<file path="src/rtl/vend_actuator_sequencer.sv">
// Actuator sequencer for the two-product vending FSM: stretches single-cycle
// vend/change requests into timed motor and coin-ejector pulses, tracks stock and tube.
module vend_actuator_sequencer #(
   parameter int MOTOR_CYCLES = 4,
   parameter int EJECT_CYCLES = 2,
   parameter int GAP_CYCLES   = 1,
   parameter int STOCK_INIT   = 8,
   parameter int COIN_INIT    = 4
) (
   input  logic       clk,
   input  logic       reset,
   input  logic       vend_a,
   input  logic       vend_b,
   input  logic [1:0] change_in,
   input  logic       coin5_in,
   input  logic       restock,
   output logic       motor_a,
   output logic       motor_b,
   output logic       eject_5,
   output logic       busy,
   output logic       done,
   output logic       sold_out,
   output logic       change_fault,
   output logic [3:0] stock_a,
   output logic [3:0] stock_b,
   output logic [3:0] coins5,
   output logic       empty_a,
   output logic       empty_b,
   output logic [2:0] dbg_state
);

   typedef enum logic [2:0] {
      S_IDLE  = 3'd0,
      S_MOTOR = 3'd1,
      S_GAP   = 3'd2,
      S_EJECT = 3'd3,
      S_EJGAP = 3'd4,
      S_DONE  = 3'd5
   } state_t;

   localparam logic [7:0] MOTOR_LAST = 8'(MOTOR_CYCLES - 1);
   localparam logic [7:0] EJECT_LAST = 8'(EJECT_CYCLES - 1);
   localparam logic [7:0] GAP_LAST   = 8'(GAP_CYCLES - 1);
   localparam logic [3:0] STOCK_RST  = 4'(STOCK_INIT);
   localparam logic [3:0] COIN_RST   = 4'(COIN_INIT);

   state_t     state;
   state_t     next_state;
   logic [7:0] cnt;
   logic [7:0] next_cnt;
   logic       prod;         // 0 = product A, 1 = product B
   logic [1:0] coins_left;
   logic       short_flag;

   logic       req;
   logic       sel_b;
   logic [3:0] sel_stock;
   logic       accept;
   logic       reject;
   logic       do_restock;
   logic [1:0] req_coins;
   logic       enter_eject;
   logic       tube_dec;
   logic       short_set;

   logic       motor_a_d;
   logic       motor_b_d;
   logic       eject_d;
   logic       busy_d;
   logic       done_d;
   logic       sold_d;
   logic       fault_d;
   logic       prod_next;

   // A wins a simultaneous request; the stock test uses the winner's counter.
   assign req        = vend_a | vend_b;
   assign sel_b      = ~vend_a;
   assign sel_stock  = vend_a ? stock_a : stock_b;
   assign accept     = (state == S_IDLE) && req && (sel_stock != 4'd0);
   assign reject     = (state == S_IDLE) && req && (sel_stock == 4'd0);
   assign do_restock = (state == S_IDLE) && !req && restock;
   assign req_coins  = (change_in == 2'b01) ? 2'd1 :
                       (change_in == 2'b10) ? 2'd2 : 2'd0;

   // Tube is checked and debited on the edge that enters EJECT.
   assign enter_eject = (next_state == S_EJECT) && (state != S_EJECT);
   assign tube_dec    = enter_eject && (coins5 != 4'd0);
   assign short_set   = enter_eject && (coins5 == 4'd0);

   assign empty_a   = (stock_a == 4'd0);
   assign empty_b   = (stock_b == 4'd0);
   assign dbg_state = state;

   always_ff @(posedge clk or posedge reset) begin
      if (reset) begin
         state <= S_IDLE;
         cnt   <= 8'd0;
      end else begin
         state <= next_state;
         cnt   <= next_cnt;
      end
   end

   always_comb begin
      next_state = state;
      next_cnt   = cnt + 8'd1;
      case (state)
         S_IDLE: begin
            next_cnt = 8'd0;
            if (accept) next_state = S_MOTOR;
         end
         S_MOTOR: begin
            if (cnt == MOTOR_LAST) begin
               next_state = S_GAP;
               next_cnt   = 8'd0;
            end
         end
         S_GAP, S_EJGAP: begin
            if (cnt == GAP_LAST) begin
               next_state = (coins_left != 2'd0) ? S_EJECT : S_DONE;
               next_cnt   = 8'd0;
            end
         end
         S_EJECT: begin
            if (short_flag) begin
               next_state = S_DONE;
               next_cnt   = 8'd0;
            end else if (cnt == EJECT_LAST) begin
               next_state = S_EJGAP;
               next_cnt   = 8'd0;
            end
         end
         S_DONE: begin
            next_state = S_IDLE;
            next_cnt   = 8'd0;
         end
         default: begin
            next_state = S_IDLE;
            next_cnt   = 8'd0;
         end
      endcase
   end

   // Outputs are decoded from the next state and registered below.
   always_comb begin
      prod_next = (state == S_IDLE) ? sel_b : prod;
      motor_a_d = (next_state == S_MOTOR) && !prod_next;
      motor_b_d = (next_state == S_MOTOR) && prod_next;
      eject_d   = (next_state == S_EJECT) && !short_set;
      busy_d    = (next_state != S_IDLE);
      done_d    = (next_state == S_DONE);
      fault_d   = (next_state == S_DONE) && short_flag;
      sold_d    = reject;
   end

   always_ff @(posedge clk or posedge reset) begin
      if (reset) begin
         prod         <= 1'b0;
         coins_left   <= 2'd0;
         short_flag   <= 1'b0;
         stock_a      <= STOCK_RST;
         stock_b      <= STOCK_RST;
         coins5       <= COIN_RST;
         motor_a      <= 1'b0;
         motor_b      <= 1'b0;
         eject_5      <= 1'b0;
         busy         <= 1'b0;
         done         <= 1'b0;
         sold_out     <= 1'b0;
         change_fault <= 1'b0;
      end else begin
         motor_a      <= motor_a_d;
         motor_b      <= motor_b_d;
         eject_5      <= eject_d;
         busy         <= busy_d;
         done         <= done_d;
         sold_out     <= sold_d;
         change_fault <= fault_d;

         if (accept) begin
            prod       <= sel_b;
            coins_left <= req_coins;
         end else if (tube_dec) begin
            coins_left <= coins_left - 2'd1;
         end

         if (short_set) short_flag <= 1'b1;
         else if (state == S_DONE) short_flag <= 1'b0;

         if (accept && !sel_b) stock_a <= stock_a - 4'd1;
         else if (do_restock) stock_a <= STOCK_RST;

         if (accept && sel_b) stock_b <= stock_b - 4'd1;
         else if (do_restock) stock_b <= STOCK_RST;

         // A deposit and a debit in the same cycle cancel out.
         case ({coin5_in, tube_dec})
            2'b10:   if (coins5 != 4'd15) coins5 <= coins5 + 4'd1;
            2'b01:   coins5 <= coins5 - 4'd1;
            default: coins5 <= coins5;
         endcase
      end
   end

endmodule

</file>
<file path="config.mk">
export PLATFORM = sky130hd
export DESIGN_NAME = vend_actuator_sequencer
export DESIGN_NICKNAME = d
export VERILOG_FILES = /design/src/rtl/vend_actuator_sequencer.sv
export SDC_FILE = /design/constraint.sdc
export NUM_CORES = 1
export LEC_CHECK = 0
export ABC_CLOCK_PERIOD_IN_PS = 2400
export BUFFER_PORTS_ARGS = -buffer_cell sky130_fd_sc_hd__buf_2
export CAP_MARGIN = 20
export CELL_PAD_IN_SITES_DETAIL_PLACEMENT = 0
export CELL_PAD_IN_SITES_GLOBAL_PLACEMENT = 1
export CORE_ASPECT_RATIO = 2
export CORE_MARGIN = 4
export CORE_UTILIZATION = 38
export CTS_CLUSTER_SIZE = 28
export DETAILED_ROUTE_END_ITERATION = 10
export GPL_TIMING_DRIVEN = 0
export PLACE_DENSITY_LB_ADDON = 0.25
export SKIP_CTS_REPAIR_TIMING = 1
export SKIP_LAST_GASP = 1
export SYNTH_ARGS = -nofsm -noshare
export SYNTH_HDL_FRONTEND = slang
export SYNTH_SLANG_ARGS = --single-unit
</file>
<file path="constraint.sdc">
create_clock -name clk -period 2.4 [get_ports clk]
set_input_delay 0.12 -clock clk [delete_from_list [all_inputs] [get_ports clk]]
set_output_delay 0.12 -clock clk [all_outputs]
set_load 0.01 [all_outputs]
</file>
# [Word level (Yosys, flattened, before mapping)]
# Index checks and enable logic that the tools add are counted.
[totals] out_inout_bits=24 wordCells=99 regBits=34 inputBits=8
[op_classes] bitwise_logic=2 muxes=25 add_sub_neg=6 reduce_logical=34 eq_ne=17
[ops] operator="8-bit two-way mux" count=4
[ops] operator="8-bit case mux with 3 select lines" count=1
[ops] operator="4-bit two-way mux" count=5
[ops] operator="3-bit two-way mux" count=6
[ops] operator="4-bit zero test" count=4
[ops] operator="1-bit logical AND" count=14
[ops] operator="3-bit case mux with 4 select lines" count=1
[ops] operator="2-bit nonzero test" count=6
[ops] operator="4-bit by 1-bit subtractor with 4-bit output (second input constant)" count=3
[ops] operator="3-bit by 2-bit equality test with 1-bit output (second input constant)" count=3
[ops] operator="3-bit equality test (second input constant)" count=3
[ops] operator="8-bit by 1-bit adder with 8-bit output (second input constant)" count=1
[ops] operator="8-bit by 1-bit equality test with 1-bit output (second input constant)" count=1
[ops] operator="8-bit by 2-bit equality test with 1-bit output (second input constant)" count=1
[ops] operator="8-bit zero test" count=1
[ops] operator="2-bit two-way mux" count=4
[ops] operator="4-bit case mux with 2 select lines" count=1
[ops] operator="4-bit nonzero test" count=2
[ops] operator="3-bit by 1-bit equality test with 1-bit output (second input constant)" count=2
[ops] operator="4-bit by 1-bit adder with 4-bit output (second input constant)" count=1
[ops] operator="2-bit by 1-bit equality test with 1-bit output (second input constant)" count=2
[ops] operator="2-bit equality test (second input constant)" count=2
[ops] operator="4-bit != test (second input constant)" count=1
[ops] operator="1-bit zero test" count=3
[ops] operator="other kinds (10)" count=12

# [Longest topological paths before layout]
# Gate-level depths: netlist (run 1).
[depth] depth_word=11 depth_mapped=11 ltp_nobuf=11

# [Least setup slack after synthesis (run 1)]
# Ideal clock, no wire load.
[synth_timing] path_kind="reg2reg" from="register stock_b[3]" to="register coins5[2]" t_required_ps=2325 setup_ps=75 path_stages_with_launch=11 synth_period_minus_slack_ps=2621 t_arrival_ps=2546 n_path_buf=0 path_slack_ps=-221 path_cell_list="dfstp_2 nor4_1 or3b_2 a21o_1 nor3b_2 nor4_2 xor2_1 ha_1 and3_1 mux2i_1 xnor2_1"
[synth_between] elab_chain_cells=11 elab_cells_between_ends=14 classes_between="eq/ne: 4; mux: 4; reduce/logical: 6"
[synth_lines] element="from (decl)" line="25" rtl="output logic [3:0] stock_b,"
[synth_lines] element="from (signal assigned)" line="193" rtl="if (accept && sel_b) stock_b <= stock_b - 4'd1;"
[synth_lines] element="4-bit two-way mux *" line="78" rtl="assign sel_stock = vend_a ? stock_a : stock_b;"
[synth_lines] element="4-bit nonzero test *" line="79" rtl="assign accept = (state == S_IDLE) && req && (sel_stock != 4'd0);"
[synth_lines] element="1-bit logical AND *" line="79"
[synth_lines] element="3-bit two-way mux *" line="110" rtl="if (accept) next_state = S_MOTOR;"
[synth_lines] element="3-bit case mux with 4 select lines *" line="107" rtl="case (state)"
[synth_lines] element="3-bit by 2-bit equality test with 1-bit output *" line="86" rtl="assign enter_eject = (next_state == S_EJECT) && (state != S_EJECT);"
[synth_lines] element="1-bit logical AND *" line="86"
[synth_lines] element="1-bit logical AND *" line="87" rtl="assign tube_dec = enter_eject && (coins5 != 4'd0);"
[synth_lines] element="2-bit equality test / 2-bit by 1-bit equality test with 1-bit output (equally long branches)" line="197" rtl="case ({coin5_in, tube_dec})"
[synth_lines] element="2-bit != test (no source line) / 2-bit nonzero test (equally long branches)"
[synth_lines] element="2-bit AND reduction (no source line)"
[synth_lines] element="to (signal assigned)" line="198" rtl="2'b10: if (coins5 != 4'd15) coins5 <= coins5 + 4'd1;"
[synth_lines] element="to (signal assigned)" line="199" rtl="2'b01: coins5 <= coins5 - 4'd1;"
[synth_lines] element="to (signal assigned)" line="200" rtl="default: coins5 <= coins5;"
[synth_lines] element="to (decl)" line="26" rtl="output logic [3:0] coins5,"
# Every way passes the cells marked *; elsewhere a longest branch is shown, timed or not.
# A chain may end at the register's enable or synchronous reset.

# [Worst setup path after layout (run 1)]
[layout_timing] from="register cnt[4]" to="register coins5[1]"
[layout_between] elab_chain_cells=10 elab_cells_between_ends=17 classes_between="eq/ne: 6; mux: 6; reduce/logical: 5"
[layout_lines] element="from (decl)" line="49" rtl="logic [7:0] cnt;"
[layout_lines] element="from (signal assigned)" line="100" rtl="cnt <= next_cnt;"
[layout_lines] element="8-bit by 1-bit equality test with 1-bit output" line="128" rtl="end else if (cnt == EJECT_LAST) begin"
[layout_lines] element="3-bit two-way mux" line="128"
[layout_lines] element="3-bit two-way mux" line="125" rtl="if (short_flag) begin"
[layout_lines] element="3-bit case mux with 4 select lines *" line="107"
[layout_lines] element="3-bit by 2-bit equality test with 1-bit output *" line="86"
[layout_lines] element="1-bit logical AND *" line="86"
[layout_lines] element="1-bit logical AND *" line="87"
[layout_lines] element="2-bit equality test / 2-bit by 1-bit equality test with 1-bit output (equally long branches)" line="197"
[layout_lines] element="2-bit != test (no source line) / 2-bit nonzero test (equally long branches)"
[layout_lines] element="2-bit AND reduction (no source line)"
# Marks and branches as above.

==> metrics.sh, run 1 <==
PLACEMENTROWS=35
PATH_CLK_SLEW_NS=0.07
COUNT_OF_CELLS_ALONG_THE_WORST_REGISTER_TO_REGISTER_PATH=8
WORSTPATHREQUIRED_NS=2.56
VIA_DENSITY_PER_INSTANCE=5.22
VIOLATIONS='negative setup slack'
XOR_XNOR_SHARE_OF_THE_SYNTHESIZED_AREA_PCT=4.77
H-TREE-DEPTH=2
GRT_USE_MET3_PCT=3.16
FFS_W_ASYNC_S_R_SYNTH_PCT=100
POST-ROUTE-CELL-AREA_UM2=2340
DRTPASS1ITERATIONS=4
ANTENNA_VIOLATIONS_BEFORE_REPAIR=0
DESIGN.PORTCOUNT=32
FINAL.PERIOD_UTILIZATION_PCT=114
ROUTE.VIAS.TOTAL=1518
TIMING.CLOCK.SKEW_NS=0.00967
GRT_PASS1_VIAS=1651
ROUTED_WIRE_LENGTH_PER_INSTANCE_UM=14.6
GRT_START_MAX_NET_PINS=22
FINAL_HOLD_VIOL_COUNT=0
WORST_SLEW_PIN_SLEW_NS=0.646
P_LEAK_nW=1.12
COMBINATIONAL_FAMILY_WITH_THE_MOST_AREA_AFTER_SYNTHESIS='simple AND/OR/NAND/NOR gates'
CRITICAL-PATH-TOP-CELL-BY-COUNT='sky130_fd_sc_hd__nor4_4'
CP-START-KIND='register'
GRT_PASS1_WL_UM=7250
END_KIND='register'
GLOBALROUTEOVERFLOWTOTAL=0
YS_TYPES=50
MOST-COMMON-LAYOUT-CELLS='32 x sky130_fd_sc_hd__buf_2, 28 x sky130_fd_sc_hd__dfrtp_1, 21 x sky130_fd_sc_hd__nor2_1'
VDD.IR_DROP.WORST_uV=660
DIE_AREA_UM2=6080
FINALSETUPVIOLCOUNT=4
ROOT_BUFFER='sky130_fd_sc_hd__clkbuf_8'
FINAL.SETUP.WORST_SLACK_NS=-0.333
NFILLCELLS=472
WORST_R2R_ENDPOINT='coins5[1]$_DFFE_PP0P_'
MIN_DELAY_PATH_DEPTH=3
CRIT_PATH_MAX_FANOUT=3
OUTCOME='finished with violations'
SYNTH-COMPOUND-AREA-SHARE_PCT=13.9
HOLD_PATH.STARTPOINT='vend_b'
MOSTFREQUENTLAYOUTCELL='sky130_fd_sc_hd__buf_2'
RSZ0062_AT_GRT='true'
TIMING.HOLD.WORST.CLASS='primary input to register'
FINALWEIGHTEDCONGESTION=0.738
PLACEDINSTANCEAREA_UM2=2120
SYNTHCELLS=187
CTS-ROOT-TO-SINK-BUFFERS=2
REGTOREGSETUPSLACK_NS=-0.33
REMAINING_MAX_SLEW_BUDGET_AT_THE_TIGHTEST_PIN_PCT=56.6
DIE_HEIGHT_UM=106
DIE_W_UM=57.2
CTS.SINK_COUNT=34
PERIOD_MINUS_SLACK_NS=2.73
INITIAL_UTILIZATION_PCT=39.6
MIN_TO='sold_out$_DFF_PP0_'
POWER.TOTAL_W=0.00327
CRITICAL_PATH.CELL_CHAIN='nor4_4, nand3_2, o21a_1, or3_4, nor4_4, xor2_1, ha_2, mux2_4'
YOSYS_MOST_USED_DFF='sky130_fd_sc_hd__dfrtp_1'
CELL_AREA_POWER_DENSITY_nW_PER_UM2=1390
YS_FF_LATCH=34
SYNTHADDERAREAFRAC_PCT=4.77
CRITICAL-PATH-MAX-STAGE-DELAY_NS=0.42
SYNTH_SEQ_AREA_SHARE_PCT=46.5
CTS_TREE='yes'
FMAX_MHz=366
PROPORTION_OF_SYNTHESIZED_AREA_IN_MUX_CELLS_PCT=1.91
AREA_GROWTH_PCT=27.5
FP.COREAREA_UM2=4640
POST_ROUTE_CELLS_DRIVE_ABOVE_1_SHARE_PCT=33.5
ROUTED_WL_UM=4260
CRITICAL-PATH-TOP-DELAY-FAMILY='simple AND/OR/NAND/NOR gates'
SYNTH-EDFF-COUNT=0
COUNT_OF_NETS_LEFT_WITH_ANTENNA_VIOLATIONS_AFTER_DETAIL_ROUTING=0
NUMCTSBUFFERS=5
TIMING_WORST_SETUP_PATH_TYPE='register to register'
TIMING.MAX_CAP.VIOLATIONS=0
COUNT_OF_ANTENNA_DIODES_IN_THE_LAYOUT=0
SLEW_VIOLATIONS=0
POSTSYNTHAREAPERCELL_UM2=9.82
NETLIST_AREA_UM2=1840
SYNTH-SIMPLE-AREA-SHARE_PCT=24.2
CLK_LATENCY_NS=0.28
PATH_BUF_INV=0
FINAL_NETS=250
CRITICAL_PATH_ARRIVAL_NS=2.89
PLACEMENT.SETUP.WORST_SLACK_NS=-0.402
MET1_USAGE_PCT=13.4
NUMPORTBUFFERS=31
VIOLATION_COUNT_AFTER_THE_FIRST_DETAILED_ROUTING_ITERATION=44
REG2REG_FROM='cnt[4]$_DFF_PP0_'
DP.FINAL_HPWL_UM=3260
SYN_NETS=202
CRIT_SLOWEST_CELL='sky130_fd_sc_hd__dfrtp_1'
NUMBER_OF_WARNINGS_PRINTED_DURING_YOSYS_SYNTHESIS=0
GLOBALROUTE.BUSIESTLAYER='met2'
GROUTE.USAGE.OVERALL_PCT=15.1
MET2_GRT_UTIL_PCT=30.5
DRCVIOLATIONCOUNT=0
==> sequential cells by signal (all words and copies together), names as in the netlist <==
register and count:
stock_b 4, coins5 4, coins_left 2, eject_5 1, prod 1, change_fault 1, dbg_state 3, motor_a 1
short_flag 1, busy 1, motor_b 1, sold_out 1, stock_a 4, cnt 8, done 1
==> final cells by class <==
type | instances | area [µm²] | share of cell area (%)
plain buffers | 3 | 13.8 | 0.588
well taps | 55 | 68.8 | 2.94
clock buffers | 7 | 76.3 | 3.26
multi-input cells | 134 | 985 | 42.0
flip-flops and latches | 34 | 858 | 36.6
repair buffers | 41 | 250 | 10.7
clock inverters | 1 | 30.0 | 1.28
inverters | 16 | 60.1 | 2.56
==> kinds of logic after synthesis <==
family / after synthesis
compound gates: 39
xor+xnor: 10
fa+ha+maj: 7
buf+inv: 19
flops: 34
mux: 3
simple gates: 75
==> cells in the mapped netlist (2+ instances only) <==
cell type	n	area share [%]
sky130_fd_sc_hd__nand3_1	5	1.4
sky130_fd_sc_hd__mux2i_1	2	1.1
sky130_fd_sc_hd__clkbuf_1	2	0.41
sky130_fd_sc_hd__or2_2	3	1.0
sky130_fd_sc_hd__nand3b_1	2	0.82
sky130_fd_sc_hd__nor2_1	22	4.5
sky130_fd_sc_hd__nand2_1	9	1.8
sky130_fd_sc_hd__nor3_1	4	1.1
sky130_fd_sc_hd__nor4_1	2	0.68
sky130_fd_sc_hd__a21oi_1	12	3.3
sky130_fd_sc_hd__and3_1	4	1.4
sky130_fd_sc_hd__nor3b_1	3	1.2
sky130_fd_sc_hd__a21o_1	2	0.82
sky130_fd_sc_hd__inv_1	16	3.3
sky130_fd_sc_hd__nor2b_1	2	0.68
sky130_fd_sc_hd__ha_1	7	4.8
sky130_fd_sc_hd__and3_2	2	0.82
sky130_fd_sc_hd__a311o_1	2	1.1
sky130_fd_sc_hd__xor2_1	5	2.4
sky130_fd_sc_hd__dfrtp_1	31	42
sky130_fd_sc_hd__xnor2_1	5	2.4
sky130_fd_sc_hd__o21ai_0	11	3.0
sky130_fd_sc_hd__dfstp_2	3	4.3
sky130_fd_sc_hd__or3_1	5	1.7
==> stage by stage <==
stage	TNS [ns]	std cells	hold WS (ns)	util [%]
after floorplan	-0.237	187	0.259	-
after global placement	-1.16	273	0.419	45.1
after detailed placement	-1.14	274	0.232	45.7
after CTS	-1.40	282	-0.0784	48.0
after global routing	-1.59	291	0.148	50.5
final	-0.748	291	0.123	50.5
==> worst min-delay path, delay by kind of cell <==
kind                   cells  cell delay [ns]
AOI/OAI and AO/OA          1             0.06
and+or+nand+nor            1             0.07
buffers and inverters      1             0.12
==> worst max path at each step <==
stage	startpoint	end	slack, ns	depth (start not counted)
floorplan	cnt[6]$_DFF_PP0_	coins5[1]$_DFFE_PP0P_	-0.14	8
global placement	stock_a[0]$_DFFE_PP0P_	coins5[2]$_DFFE_PP1P_	-0.38	9
detailed placement	stock_a[0]$_DFFE_PP0P_	coins5[2]$_DFFE_PP1P_	-0.40	9
CTS	stock_a[0]$_DFFE_PP0P_	coins5[2]$_DFFE_PP1P_	-0.41	9
global route	cnt[4]$_DFF_PP0_	coins5[2]$_DFFE_PP1P_	-0.43	10
finish	cnt[4]$_DFF_PP0_	coins5[1]$_DFFE_PP0P_	-0.33	8
==> layer usage <==
metal / part of all wire (%) / vias up / wire [µm]
met5: 0 / - / 0
met1: 34 / 734 / 1470
li1: - / 753 / -
met4: 1.7 / 0 / 72
met2: 60 / 25 / 2550
met3: 4.0 / 6 / 172
==> power breakdown <==
part / internal (W) / switching, W
Sequential: 0.000813 / 0.000219
Clock: 0.000311 / 0.000203
Combinational: 0.000776 / 0.000943
Total: 0.00190 / 0.00137
(Power assumes the default switching activity.)
==> run 2, diff against run 1 <==
- BUFFER_PORTS_ARGS: -buffer_cell sky130_fd_sc_hd__buf_2 -> default
- CORE_UTILIZATION: 38 -> 40
- CTS_BUF_LIST: default -> sky130_fd_sc_hd__clkbuf_4 sky130_fd_sc_hd__clkbuf_8 sky130_fd_sc_hd__clkbuf_16
- DONT_BUFFER_PORTS: default -> 1
==> run 2 against run 1 <==
The flow still finishes with violations (negative setup slack). Maximum frequency up 1.0%. Final area fell by 7.5%. Via count is 7.4% lower. Global-route usage decreased by 0.42 points. Total power shrank 8.4%. Combinational power is 14% lower. Clock power is 25% lower. Cell count is 12% lower. Clock skew down 0.0023 ns. Critical path type unchanged. Highest routed layer unchanged.
==> metrics.sh, run 2 (synthesis results as in run 1) <==
OUTCOME='finished with violations'
VIOLATIONS='negative setup slack'
LARGEST_REG_FLOPS=8
TIMING_WORST_SETUP_PATH_TYPE='register to register'
H-TREE-DEPTH=2
CELL_AREA_POWER_DENSITY_nW_PER_UM2=1380
NUMPORTBUFFERS=0
MOST-COMMON-LAYOUT-CELLS='29 x sky130_fd_sc_hd__dfrtp_1, 22 x sky130_fd_sc_hd__nor2_1, 15 x sky130_fd_sc_hd__inv_1'
DP.FINAL_HPWL_UM=3240
WORST_SLEW_PIN_SLEW_NS=1.02
MET1_USAGE_PCT=12.8
P_LEAK_nW=0.973
TIMING.HOLD.WS_NS=0.00478
MOSTFREQUENTLAYOUTCELL='sky130_fd_sc_hd__dfrtp_1'
DIE_W_UM=55.9
CLK_LATENCY_NS=0.28
REMAINING_MAX_SLEW_BUDGET_AT_THE_TIGHTEST_PIN_PCT=31.2
GRT_USE_MET3_PCT=4.36
GRT_PASS1_WL_UM=6690
INITIAL_UTILIZATION_PCT=41.9
WORSTPATHREQUIRED_NS=2.60
COUNT_OF_NETS_LEFT_WITH_ANTENNA_VIOLATIONS_AFTER_DETAIL_ROUTING=0
GROUTE.USAGE.OVERALL_PCT=14.7
SLEW_VIOLATIONS=0
TIMING.CLOCK.SKEW_NS=0.00739
CRITICAL_PATH_ARRIVAL_NS=2.91
GRT_START_MAX_NET_PINS=18
END_KIND='register'
DRTPASS1ITERATIONS=4
LARGEST_REGISTER='cnt'
GLOBALROUTEOVERFLOWTOTAL=0
AREA_GROWTH_PCT=18.0
FINAL.SETUP.WORST_SLACK_NS=-0.306
ROUTED_WL_UM=4030
FINAL_NETS=218
PERIOD_MINUS_SLACK_NS=2.71
ROUTED_WIRE_LENGTH_PER_INSTANCE_UM=15.7
DESIGN.PORTCOUNT=32
FINAL_HOLD_VIOL_COUNT=0
DRCVIOLATIONCOUNT=0
FINALWEIGHTEDCONGESTION=0.765
POST_ROUTE_CELLS_DRIVE_ABOVE_1_SHARE_PCT=22.2
VIA_DENSITY_PER_INSTANCE=5.47
PLACEMENT.SETUP.WORST_SLACK_NS=-0.402
DIE_HEIGHT_UM=104
GLOBALROUTE.BUSIESTLAYER='met2'
CP-START-KIND='register'
CTS_TREE='yes'
DIE_AREA_UM2=5810
TIMING.MAX_CAP.VIOLATIONS=0
VDD.IR_DROP.WORST_uV=682
PLACEMENTROWS=34
PATH_CLK_SLEW_NS=0.07
ROOT_BUFFER='sky130_fd_sc_hd__clkbuf_8'
GRT_PASS1_VIAS=1422
CTS.SINK_COUNT=34
VIOLATION_COUNT_AFTER_THE_FIRST_DETAILED_ROUTING_ITERATION=41
RSZ0062_AT_GRT='true'
FMAX_MHz=370
NUMCTSBUFFERS=5
FINALSETUPVIOLCOUNT=9
FP.COREAREA_UM2=4380
TIMING.HOLD.WORST.CLASS='primary input to register'
FINAL.PERIOD_UTILIZATION_PCT=113
CRIT_PATH_MAX_FANOUT=6
ANTENNA_VIOLATIONS_BEFORE_REPAIR=0
ROUTE.VIAS.TOTAL=1405
COUNT_OF_ANTENNA_DIODES_IN_THE_LAYOUT=0
CTS-ROOT-TO-SINK-BUFFERS=2
MET2_GRT_UTIL_PCT=28.5
FINAL_CORE_UTILIZATION_PCT=49.5
==> run 2: changes by cell type in the layout (fill, tap and decap cells not counted), moves of 2 or more <==
cell,change
sky130_fd_sc_hd__clkbuf_2,-2
sky130_fd_sc_hd__buf_2,-31
sky130_fd_sc_hd__clkbuf_1,-2
sky130_fd_sc_hd__clkinv_2,+2
==> run 2: path summary, 6_finish.rpt <==
path	depth (start not counted)	to	slack, ns	start
worst max-delay path	10	coins5[2]$_DFFE_PP1P_	-0.31	cnt[2]$_DFF_PP0_
worst min-delay path	2	sold_out$_DFF_PP0_	0.005	vend_b
worst max register to register	10	coins5[2]$_DFFE_PP1P_	-0.31	cnt[2]$_DFF_PP0_
worst min register to register	2	prod$_DFFE_PP0P_	0.53	prod$_DFFE_PP0P_
max in group asynchronous	3	coins5[2]$_DFFE_PP1P_	1.73	reset
min in group asynchronous	3	busy$_DFF_PP0_	0.45	reset
==> run 2: power by group <==
part / total, W / switching (W) / internal (W)
Sequential: 0.00113 / 0.000314 / 0.000812
Clock: 0.000384 / 0.000190 / 0.000194
Combinational: 0.00148 / 0.000809 / 0.000673
==> run 2: final cells by class <==
type,instances,area [µm²]
flip-flops and latches,34,857
clock buffers,5,68.8
clock inverters,2,10.0
plain buffers,2,8.76
inverters,16,60.1
fillers,409,2210
repair buffers,10,121
multi-input cells,134,973
well taps,54,67.6
==> run 2: through the flow <==
| stage | cells | cell area (µm²) | setup TNS, ns | power, W |
|---|---|---|---|---|
| 5_1_grt | 257 | 2170 | -3.55 | 0.00326 |
| 6_report | 257 | 2170 | -1.39 | 0.00299 |
| 4_1_cts | 250 | 2070 | -1.63 | 0.00288 |
| 2_1_floorplan | 187 | 1870 | -0.237 | 0.00216 |
| 3_5_place_dp | 243 | 1990 | -1.52 | 0.00248 |
| 3_3_place_gp | 241 | 1940 | -1.28 | 0.00242 |
==> run 2: worst max-delay path: stages, from the launching register on <==
cell	delay [ns]
sky130_fd_sc_hd__dfrtp_2	0.44
sky130_fd_sc_hd__nor4_4	0.41
sky130_fd_sc_hd__nand3_2	0.19
sky130_fd_sc_hd__o21a_1	0.22
sky130_fd_sc_hd__or3_4	0.39
sky130_fd_sc_hd__nor4_4	0.20
sky130_fd_sc_hd__xor2_1	0.11
sky130_fd_sc_hd__ha_2	0.20
sky130_fd_sc_hd__and3_1	0.16
sky130_fd_sc_hd__mux2i_1	0.16
sky130_fd_sc_hd__xnor2_1	0.14
==> run 2: layer usage <==
layer,up-vias,wire [µm],part of all wire (%)
li1,684,-,-
met1,675,1290,32
met2,35,2430,60
met3,11,185,4.6
met4,0,130,3.2
met5,-,0,0
==> run 3, diff against run 2 <==
- GPL_TIMING_DRIVEN: 0 -> 1
- PLACE_DENSITY: default -> 0.67
- PLACE_DENSITY_LB_ADDON: 0.25 -> default
==> run 3 against run 2 <==
The flow finishes with violations (negative hold slack, negative setup slack). Via count rose by 14%. Global-route usage rose by 3.1 points. Sequential power fell by 14%. Routed wire length increased by 22%. Largest cell class unchanged. Critical path type unchanged. Die area unchanged. Flip-flop and latch count is the same. Maximum frequency up 1.6%. Critical path depth up 2.
==> metrics.sh, run 3 (synthesis results as in run 1) <==
OUTCOME='finished with violations'
VIOLATIONS='negative hold slack, negative setup slack'
ROUTE.VIAS.TOTAL=1599
ROUTED_WL_UM=4940
CRITICAL_PATH.CELL_CHAIN='nor4_4, buf_4, buf_6, a311o_1, or3_4, o211a_4, nor4_4, xor2_1, ha_2, and3_4, mux2i_1, xnor2_1'
MOST-COMMON-LAYOUT-CELLS='45 x sky130_fd_sc_hd__buf_4, 31 x sky130_fd_sc_hd__dfrtp_1, 21 x sky130_fd_sc_hd__nor2_1'
DP.CELLS=285
TIMING.HOLD.WS_NS=-0.00236
WORST_SLEW_PIN_SLEW_NS=0.705
COUNT_OF_NETS_LEFT_WITH_ANTENNA_VIOLATIONS_AFTER_DETAIL_ROUTING=0
FINAL_HOLD_VIOL_COUNT=1
RSZ0062_AT_GRT='true'
CP-START-KIND='register'
TIMING_WORST_SETUP_PATH_TYPE='register to register'
CRITICAL-PATH-MAX-STAGE-DELAY_NS=0.40
FINALSETUPVIOLCOUNT=5
PATH_CLK_SLEW_NS=0.06
CRIT_PATH_MAX_FANOUT=3
END_KIND='register'
LARGEST_REGISTER='cnt'
GLOBALROUTEOVERFLOWTOTAL=0
VIOLATION_COUNT_AFTER_THE_FIRST_DETAILED_ROUTING_ITERATION=51
GRT_PASS1_WL_UM=7940
DIE_AREA_UM2=5810
PERIOD_MINUS_SLACK_NS=2.66
WORSTPATHREQUIRED_NS=2.60
DRTPASS1ITERATIONS=4
P_LEAK_nW=1.16
DIE_HEIGHT_UM=104
DESIGN.PORTCOUNT=32
CTS.SINK_COUNT=34
TIMING.CLOCK.SKEW_NS=0.00437
GRT_PASS1_VIAS=1735
CRITICAL-PATH-TOP-CELL-BY-COUNT='sky130_fd_sc_hd__nor4_4'
FINAL.PERIOD_UTILIZATION_PCT=111
FMAX_MHz=376
CRIT_SLOWEST_CELL='sky130_fd_sc_hd__dfrtp_1'
COUNT_OF_ANTENNA_DIODES_IN_THE_LAYOUT=0
FINAL_NETS=258
GROUTE.USAGE.OVERALL_PCT=17.8
LARGEST_REG_FLOPS=8
VIA_DENSITY_PER_INSTANCE=5.38
REMAINING_MAX_SLEW_BUDGET_AT_THE_TIGHTEST_PIN_PCT=53.0
DRCVIOLATIONCOUNT=0
DP.FINAL_HPWL_UM=4000
AREA_GROWTH_PCT=34.8
PLACEMENTROWS=34
PATH_BUF_INV=2
NUMPORTBUFFERS=0
H-TREE-DEPTH=2
INITIAL_UTILIZATION_PCT=41.9
CELL_AREA_POWER_DENSITY_nW_PER_UM2=1360
POST_ROUTE_CELLS_DRIVE_ABOVE_1_SHARE_PCT=37.0
ANTENNA_VIOLATIONS_BEFORE_REPAIR=0
POWER.TOTAL_W=0.00336
CRITICAL-PATH-TOP-DELAY-FAMILY='simple AND/OR/NAND/NOR gates'
VDD.IR_DROP.WORST_uV=782
FINALWEIGHTEDCONGESTION=0.855
CLK_LATENCY_NS=0.28
ROUTED_WIRE_LENGTH_PER_INSTANCE_UM=16.6
CRITICAL_PATH_ARRIVAL_NS=2.86
CTS-ROOT-TO-SINK-BUFFERS=2
MOSTFREQUENTLAYOUTCELL='sky130_fd_sc_hd__buf_4'
DIE_W_UM=55.9
POST-ROUTE-CELL-AREA_UM2=2480
FP.COREAREA_UM2=4380
CTS_TREE='yes'
FINAL.SETUP.WORST_SLACK_NS=-0.262
TIMING.MAX_CAP.VIOLATIONS=0
ROOT_BUFFER='sky130_fd_sc_hd__clkbuf_8'
SLEW_VIOLATIONS=0
PLACEDINSTANCEAREA_UM2=2280
TIMING.HOLD.WORST.CLASS='primary input to register'
GRT_START_MAX_NET_PINS=19
NUMCTSBUFFERS=5
STDCELL_COUNT=297
run 3: path summary, 6_finish.rpt:
path | startpoint | end | slack [ns] | cells after the start
min in group asynchronous | reset | stock_a[2]$_DFFE_PP0P_ | 0.39 | 2
max in group asynchronous | reset | cnt[7]$_DFF_PP0_ | 1.30 | 3
worst max register to register | cnt[4]$_DFF_PP0_ | coins5[2]$_DFFE_PP1P_ | -0.26 | 12
worst min-delay path | vend_b | sold_out$_DFF_PP0_ | -0.002 | 2
worst min register to register | prod$_DFFE_PP0P_ | prod$_DFFE_PP0P_ | 0.53 | 2
worst max-delay path | cnt[4]$_DFF_PP0_ | coins5[2]$_DFFE_PP1P_ | -0.26 | 12
run 3: routing by layer:
layer / track usage (%) / part of all wire [%]
met1: 13.8 / 30
met3: 3.86 / 3.8
met2: 36.9 / 63
met5: 0 / 0
met4: 10.2 / 3.2
run 3: where the power goes:
group	switching (W)	total (W)	internal [W]	leakage, nW
Sequential	0.000165	0.000973	0.000807	0.434
Combinational	0.00102	0.00200	0.000978	0.685
Clock	0.000194	0.000389	0.000194	0.0438
Total	0.00138	0.00336	0.00198	1.16
run 3: area by class of cell:
type                            instances  area (µm²)
Sequential cell                        34         855
Inverter                               16        60.1
Tap cell                               54        67.6
Clock buffer                            5        68.8
Clock inverter                          2        10.0
Fill cell                             403        1910
Timing Repair Buffer                   52         415
Multi-Input combinational cell        134        1000
run 3: per-stage QoR:
step	hold WS, ns	setup slack (ns)	utilization (%)	TNS (ns)
floorplan	0.259	-0.136	-	-0.237
global placement	0.149	-0.141	52.0	-0.272
detailed placement	0.153	-0.187	52.0	-0.358
CTS	-0.153	-0.223	53.8	-0.447
global route	0.0164	-0.424	56.5	-1.35
finish	-0.00236	-0.262	56.5	-0.581
